$ cat src/rtl/pll_mon_pkg.sv
// pll_mon_pkg: shared state encoding and counter widths for the PLL lock monitor.
package pll_mon_pkg;
    typedef enum logic [1:0] {
        IDLE   = 2'd0,
        SETTLE = 2'd1,
        RUN    = 2'd2
    } state_t;
    localparam int EDGE_CNT_W = 4;
    localparam int LOSS_CNT_W = 8;
    typedef logic [EDGE_CNT_W-1:0] edge_cnt_t;
    typedef logic [EDGE_CNT_W:0]   edge_sum_t;
    typedef logic [LOSS_CNT_W-1:0] loss_cnt_t;
endpackage

$ cat src/rtl/sync_edge.sv
// sync_edge: 2-flop synchroniser with a delayed copy for toggle detection.
module sync_edge #(
    parameter int W = 1
) (
    input  logic         clk,
    input  logic         rst,
    input  logic [W-1:0] d_in,
    output logic [W-1:0] sync,
    output logic [W-1:0] tgl
);
    logic [W-1:0] meta_q, meta_d, sync_q, sync_d, dly_q, dly_d;
    always_comb begin
        meta_d = d_in;
        sync_d = meta_q;
        dly_d  = sync_q;
    end
    always_ff @(posedge clk) begin
        if (rst) begin
            meta_q <= '0;
            sync_q <= '0;
            dly_q  <= '0;
        end else begin
            meta_q <= meta_d;
            sync_q <= sync_d;
            dly_q  <= dly_d;
        end
    end
    assign sync = sync_q;
    assign tgl  = sync_q ^ dly_q;
endmodule

$ cat src/rtl/pll_lock_monitor.sv
// pll_lock_monitor: qualifies PLL lock, checks per-output activity per window, counts lock losses.
module pll_lock_monitor
    import pll_mon_pkg::*;
#(
    parameter int N_CH          = 6,
    parameter int WINDOW_LOG2   = 20,
    parameter int MIN_TOGGLES   = 2,
    parameter int SETTLE_CYCLES = 1024
) (
    input  logic                  CLK,
    input  logic                  RST,
    input  logic                  I_LOCKED,
    input  logic [N_CH-1:0]       I_CNT,
    output logic                  O_STABLE,
    output logic [N_CH-1:0]       O_ALIVE,
    output logic                  O_ERR,
    output logic [LOSS_CNT_W-1:0] O_LOSS_CNT
);
    localparam int SW = $clog2(SETTLE_CYCLES + 1);
    typedef logic [SW-1:0]          settle_t;
    typedef logic [WINDOW_LOG2-1:0] win_t;
    localparam edge_sum_t MIN_T     = edge_sum_t'(MIN_TOGGLES);
    localparam settle_t   SETTLE_LAST = settle_t'(SETTLE_CYCLES - 1);

    logic                        locked_s, locked_tgl_unused;
    logic [N_CH-1:0]             cnt_tgl, cnt_sync_unused;
    state_t                      state_q, state_d;
    settle_t                     settle_q, settle_d;
    win_t                        win_q, win_d;
    logic [N_CH-1:0][EDGE_CNT_W-1:0] ecnt_q, ecnt_d;
    logic [N_CH-1:0]             alive_q, alive_d;
    logic                        first_q, first_d, err_q, err_d;
    loss_cnt_t                   loss_q, loss_d;
    logic                        run, settle_done, enter_run, loss, wrap;
    edge_sum_t                   sum;

    sync_edge #(.W(1)) u_sync_locked (
        .clk(CLK), .rst(RST), .d_in(I_LOCKED), .sync(locked_s), .tgl(locked_tgl_unused)
    );
    sync_edge #(.W(N_CH)) u_sync_cnt (
        .clk(CLK), .rst(RST), .d_in(I_CNT), .sync(cnt_sync_unused), .tgl(cnt_tgl)
    );

    always_ff @(posedge CLK) begin
        if (RST) state_q <= IDLE;
        else     state_q <= state_d;
    end

    always_comb begin
        state_d = IDLE;
        unique case (state_q)
            IDLE:    state_d = locked_s ? SETTLE : IDLE;
            SETTLE:  state_d = !locked_s ? IDLE : settle_done ? RUN : SETTLE;
            RUN:     state_d = locked_s ? RUN : IDLE;
            default: state_d = IDLE;
        endcase
    end

    always_comb begin
        run         = state_q == RUN;
        settle_done = settle_q == SETTLE_LAST;
        enter_run   = state_q == SETTLE && locked_s && settle_done;
        loss        = run && !locked_s;
        wrap        = run && locked_s && &win_q;
    end

    // Lock loss takes priority over a coinciding window close.
    always_comb begin
        settle_d = state_q == SETTLE ? settle_q + settle_t'(1) : '0;
        win_d    = run ? win_q + win_t'(1) : '0;
        ecnt_d   = ecnt_q;
        alive_d  = alive_q;
        sum      = '0;
        for (int i = 0; i < N_CH; i++) begin
            sum        = edge_sum_t'(ecnt_q[i]) + edge_sum_t'(cnt_tgl[i]);
            ecnt_d[i]  = (!run || wrap) ? '0 :
                         &ecnt_q[i] ? ecnt_q[i] : ecnt_q[i] + edge_cnt_t'(cnt_tgl[i]);
            alive_d[i] = loss ? 1'b0 : wrap ? sum >= MIN_T : alive_q[i];
        end
        first_d = enter_run ? 1'b0 : wrap ? 1'b1 : first_q;
        loss_d  = (loss && loss_q != '1) ? loss_q + loss_cnt_t'(1) : loss_q;
        err_d   = run && first_q && !(&alive_q);
    end

    always_ff @(posedge CLK) begin
        if (RST) begin
            settle_q <= '0;
            win_q    <= '0;
            ecnt_q   <= '0;
            alive_q  <= '0;
            first_q  <= 1'b0;
            loss_q   <= '0;
            err_q    <= 1'b0;
        end else begin
            settle_q <= settle_d;
            win_q    <= win_d;
            ecnt_q   <= ecnt_d;
            alive_q  <= alive_d;
            first_q  <= first_d;
            loss_q   <= loss_d;
            err_q    <= err_d;
        end
    end

    always_comb begin
        O_STABLE   = run;
        O_ALIVE    = alive_q;
        O_ERR      = err_q;
        O_LOSS_CNT = loss_q;
    end
endmodule

$ cat config.mk
export PLATFORM = sky130hd
export DESIGN_NAME = pll_lock_monitor
export DESIGN_NICKNAME = d
export VERILOG_FILES = /design/src/rtl/pll_mon_pkg.sv /design/src/rtl/sync_edge.sv /design/src/rtl/pll_lock_monitor.sv
export SDC_FILE = /design/constraint.sdc
export NUM_CORES = 1
export LEC_CHECK = 0
export ABC_AREA = 1
export CAP_MARGIN = 10
export CORE_MARGIN = 4
export CORE_UTILIZATION = 40
export CTS_CLUSTER_SIZE = 8
export DETAILED_ROUTE_END_ITERATION = 10
export PLACE_DENSITY = 0.56
export SYNTH_ARGS = -nofsm -noshare
export SYNTH_HDL_FRONTEND = slang
export SYNTH_HIERARCHICAL = 1
export SYNTH_SLANG_ARGS = --single-unit
$ cat constraint.sdc
create_clock -name CLK -period 2.3 [get_ports CLK]
set_clock_uncertainty 0.05 [all_clocks]
set_input_delay 0.46 -clock CLK [delete_from_list [all_inputs] [get_ports CLK]]
set_output_delay 0.46 -clock CLK [all_outputs]
set_load 0.005 [all_outputs]
== Word level (Yosys, flattened, before mapping) ==
Cells that the tools add are included.
Word-level totals
  flip-flop bits (word level): 93
  bits of input ports: 9
  output and inout port bits: 16
Cells by class
  mux-type cells: 5
  add/sub/neg operators: 15
  equality and inequality tests: 4
  magnitude comparators: 6
  bitwise operators: 3
  reductions and logical operators: 26
Operators by type and width (count)
  $add 4x1->5: 6
  $ge 5x2->1 const B: 6
  $add 4x1->4: 6
  $reduce_and 4->1: 6
  $add 20x1->20 const B: 1
  $reduce_and 20->1: 1
  $add 11x1->11 const B: 1
  $eq 11x10->1 const B: 1
  $reduce_or 2->1: 5
  $add 8x1->8 const B: 1
  $logic_and 1x1->1: 8
  $ne 8x8->1 const B: 1
  $mux 2: 3
  $pmux 2 s3: 1
  $reduce_and 6->1: 1
  $xor 6x6->6: 1
  $logic_not 1->1: 3
  $eq 2x1->1 const B: 1
  $eq 2x2->1 const B: 1
  $logic_not 2->1: 1
  $not 1->1: 2
  $logic_or 1x1->1: 1
  $mux 1: 1

== Longest topological paths before layout ==
  word-level depth: 5
  gate-level depth with buffers: 11

== Hierarchy ==
The synthesis kept the hierarchy.
By module, submodules not included
  pll_lock_monitor: cells each 474, seq. area each 1461.4 um^2, times used 1, area each 3467.1 um^2
  sync_edge at u_sync_cnt: cells each 80, seq. area each 360.3 um^2, times used 1, area each 611.8 um^2
  sync_edge at u_sync_locked: cells each 13, seq. area each 60.1 um^2, times used 1, area each 97.6 um^2

== Worst setup path after synthesis ==
Ideal clock, no wire load.
  path type: flip-flop to flip-flop
  start point: register u_sync_cnt.sync_q[4] (netlist: u_sync_cnt/sync[4])
  end point: register alive_q[4] (netlist: O_ALIVE[4])
  setup slack: 0.799 ns
  clock period less this slack: 1.501 ns
  path buffers: 0
  arrival time: 1.339 ns
  stages on the path, launching flop included: 12
  data required time: 2.137 ns
  cell sequence: dfxtp_1 inv_1 nand2_1 nand2_1 ha_1 ha_1 a21oi_1 nand2_1 nor2_1 nand3_1 nand2_1 nor2_1
On the way
  longest elaborated chain between the ends: 3
Ends and longest elaborated chain
  from (decl): line sync_edge.sv:11  | logic [W-1:0] meta_q, meta_d, sync_q, sync_d, dly_q, dly_d;
  from (signal assigned): line sync_edge.sv:24  | sync_q <= sync_d;
  $xor 6x6->6: line sync_edge.sv:29  | assign tgl = sync_q ^ dly_q;
  named net cnt_tgl[4]: line pll_lock_monitor.sv:26  | logic [N_CH-1:0] cnt_tgl, cnt_sync_unused;
  $add 4x1->5: line pll_lock_monitor.sv:75  | sum = edge_sum_t'(ecnt_q[i]) + edge_sum_t'(cnt_tgl[i]);
  $ge 5x2->1: line pll_lock_monitor.sv:78  | alive_d[i] = loss ? 1'b0 : wrap ? sum >= MIN_T : alive_q[i];
  to (signal assigned): line pll_lock_monitor.sv:98  | alive_q <= alive_d;
  to (decl): line pll_lock_monitor.sv:31  | logic [N_CH-1:0] alive_q, alive_d;
The timed path passes the listed nets, and every way through them passes these cells.
A chain may end at the register's enable or synchronous reset.

== Final worst setup path ==
  start point: register state_q[1]
  end point: output O_STABLE
On the way
  longest elaborated chain between the ends: 1
Ends and longest elaborated chain
  from (decl): line pll_lock_monitor.sv:27  | state_t state_q, state_d;
  from (signal assigned): line pll_lock_monitor.sv:46  | else state_q <= state_d;
  $eq 2x2->1: line pll_lock_monitor.sv:60  | run = state_q == RUN;
  to (decl): line pll_lock_monitor.sv:14  | output logic O_STABLE,
Every way passes these cells.

==> impl.org <==
** Run status
- Result of the run :: finished clean

** Power and ir drop
- Of the total power, combinational logic draws 0.021.
- Dividing total power by cell area gives a power density of just over 600 nW/um^2.
- Post-layout total power :: about 2.9 mW
- Clk pwr share :: 0.408
- Maximum resistive drop on vdd :: between 0.2 and 0.3 mV
- Of the total power, the share spent switching nets is 0.205.
- Switching power total :: approximately 0.58 mW
- Internal power :: ~2.3 mW
- Summed over all cells, the static leakage comes to around 1.8 nW.
- Portion of total power attributed to sequential cells :: 0.571

** Place
- Hpwl dp :: 5.45 mm
- RD Place Congestion :: about 0.82
- Number of buffers added on ports :: 24

** Critical path
- The worst setup path is captured at an output port.
- Element type at the critical path start :: register
- The signal on the critical path passes through inv_1 > nor2_4 > clkdlybuf4s50_1.
- Critical path data required time :: approximately 1800 ps
- Worst Setup Path Type :: reg -> out
- Data arrives at the worst endpoint at around 1400 ps.
- The slowest stage of the critical path belongs to the cell sky130_fd_sc_hd__clkdlybuf4s50_1.
- In this run the critical register-to-register path is captured at ecnt_q[4]$_SDFFE_PP0N_.
- Launching point of the worst reg2reg path :: win_q[0]$_SDFF_PP0_
- In this run the worst path has a maximum fanout of 4.
- For this run, the slowest stage of the critical path takes ~520 ps.
- Counting cells, the worst reg-to-reg path comes to 6.
- In this run the register-to-register setup slack is 440 ps.

** Die
- Die Outline Area :: ~12,000 um^2
- The core region is around 10000 um^2.
- The die is 110 um tall.
- Horizontal extent of the die :: approximately 110 um
- The floorplan has 36 rows.
- Count of boundary I/O pins :: 25
- Initial cell density of the core :: 0.417

** Timing
- Adding up every negative setup slack in the final design gives 0 ps.
- Final setup violation count :: 0
- Headroom to the max-slew limit :: 0.549
- Upper clock frequency limit :: a little over 500 MHz
- Setup repair after global routing left no endpoint under its margin.
- Number of hold violations in the final report :: 0
- Share of the clock period used by the worst path :: 0.839
- Final critical path time including I/O delays and setup :: ~1900 ps
- For the pin with the worst max-slew slack, the measured transition is around 670 ps.
- Max-slew violation total from the final report :: 0

** Hold path
- Number of cells on the worst hold path :: 2
- For hold timing, the worst endpoint is u_sync_cnt/sync[3]$_SDFF_PP0_.
- Kind of path behind the tightest hold check :: reg -> reg
- The worst hold path begins at u_sync_cnt/meta_q[3]$_SDFF_PP0_.

** Route
- ANT nets after route :: 0
- After the first detailed-routing iteration, the DRC count stood at about 150.
- In the routed design, unresolved DRC markers number 0.
- Detailed routing inserted a total of 3,297 vias.
- Routed WL per cell :: 10.1 um
- For this run, the detailed router's first-pass iteration total came to 4.
- Detailed-route vias per instance :: ~4.5
- Final wirelength :: around 7.3 mm

** Synth
- After technology mapping, the gate count stands at between 500 and 600.
- The cell area that synthesis handed to floorplanning was between 4000 and 5000 um^2.
- The average instance in the mapped netlist occupies around 7.4 um^2.
- Nets in the synthesized netlist :: about 580
- Total of warnings raised by yosys :: 6

** Clock tree
- TritonCTS built the clock tree.
- The H-tree generated during clock tree synthesis spans 3 levels.
- Buffers inserted to repair hold after CTS numbered 0.
- The clock net in this run drives a total of 93 sinks.
- In this run the post-CTS setup repair buffer count came out at 0.
- Clock transition at path regs :: around 90 ps
- Root buffer cell :: sky130_fd_sc_hd__clkbuf_8
- Clock latency on the worst-skew pair, taken at its later pin, is 340 ps.
- TritonCTS created 9 clock buffers.
- Clock Path Buffers :: 2
- # resized after CTS :: 0

** Cells and area
- Most frequent standard cell in the layout excluding fill and tap cells :: sky130_fd_sc_hd__nor2_1
- In the final layout, the share of cells above drive strength 1 is 0.0654.
- The repair_antennas step left the layout with diodes totalling 0.
- Compared with the post-synthesis result, the final layout area differs by 13.6%.
- Count of nets after finishing :: approximately 620
- In the layout the commonest cells are sky130_fd_sc_hd__nor2_1, sky130_fd_sc_hd__nand2_1, sky130_fd_sc_hd__dfxtp_1.
- Layout filler cell count :: ~1,000

** Run
- The tool flagged a number of max-cap violations equal to 0.

** Global route
- Number of antenna violations at the first check in global routing :: 0
- Number of global-route vias before repair :: about 3,200
- Maximum number of pins on one net before global-route repair :: 25
- The first global-routing pass estimated 13.2 mm of wire.
- Summed over all layers, the global routing overflow is 0.
- Across every metal layer, demand over resource in global routing totals 0.137.
==> layer usage <==
layer / GRT usage / part of all wire / vias up / wire length (um)
met5: 0 / 0 / - / 0
met4: 0.0427 / 0.011 / 0 / 84
met3: 0.0364 / 0.029 / 7 / 212
met2: 0.234 / 0.46 / 28 / 3410
met1: 0.167 / 0.49 / 1453 / 3630
li1: - / - / 1809 / -
==> cell type report <==
cell class,count,area (um^2),area share
clock inverter,5,85.1,0.0181
clock buffer,11,131,0.0280
timing repair buffer,27,263,0.0560
tap,133,166,0.0354
inverter,78,293,0.0624
sequential,93,1860,0.397
multi-input combinational,382,1890,0.404
==> critical path: cells and delay by family (launching register included) <==
family	cells	cell delay, ps
DFF	1	330
buffers and inverters	2	590
and+or+nand+nor	1	150
==> power by group through the flow <==
stage | Sequential, mW | Combinational [mW] | Clock [mW]
final | 1.63 | 0.0611 | 1.16
after global routing | 1.63 | 0.0725 | 1.28
after CTS | 1.63 | 0.0626 | 1.22
after detailed placement | 1.67 | 0.0624 | 0
after global placement | 1.67 | 0.0619 | 0
after floorplan | 1.67 | 0.0441 | 0
==> per-stage QoR <==
step	util	instance area, um^2	instances	setup slack (ps)	hold WS [ps]
5_1_grt	0.474	4690	729	224	383
3_5_place_dp	0.452	4480	713	402	346
6_report	0.474	4690	729	370	356
2_1_floorplan	-	4130	560	799	338
4_1_cts	0.474	4690	729	322	359
3_3_place_gp	0.452	4480	713	469	342
==> worst max path at each step <==
| stage | start | to | depth (start not counted) |
|---|---|---|---|
| final | state_q[1]$_SDFF_PP0_ | O_STABLE | 3 |
| after global routing | win_q[0]$_SDFF_PP0_ | ecnt_q[22]$_SDFFE_PP0N_ | 6 |
| after CTS | state_q[1]$_SDFF_PP0_ | O_STABLE | 3 |
| after detailed placement | win_q[0]$_SDFF_PP0_ | ecnt_q[4]$_SDFFE_PP0N_ | 6 |
| after global placement | win_q[0]$_SDFF_PP0_ | ecnt_q[4]$_SDFFE_PP0N_ | 6 |
| after floorplan | u_sync_cnt/sync[4]$_SDFF_PP0_ | O_ALIVE[4]$_SDFFE_PP0P_ | 11 |
==> registers in the layout, indices dropped and copies added (netlist names) <==
signal / flops
ecnt_q: 24
win_q: 20
settle_q: 11
O_LOSS_CNT: 8
O_ALIVE: 6
u_sync_cnt/dly_q: 6
u_sync_cnt/meta_q: 6
u_sync_cnt/sync: 6
state_q: 2
O_ERR: 1
first_q: 1
u_sync_locked/meta_q: 1
u_sync_locked/sync: 1
(Power assumes the default switching activity.)
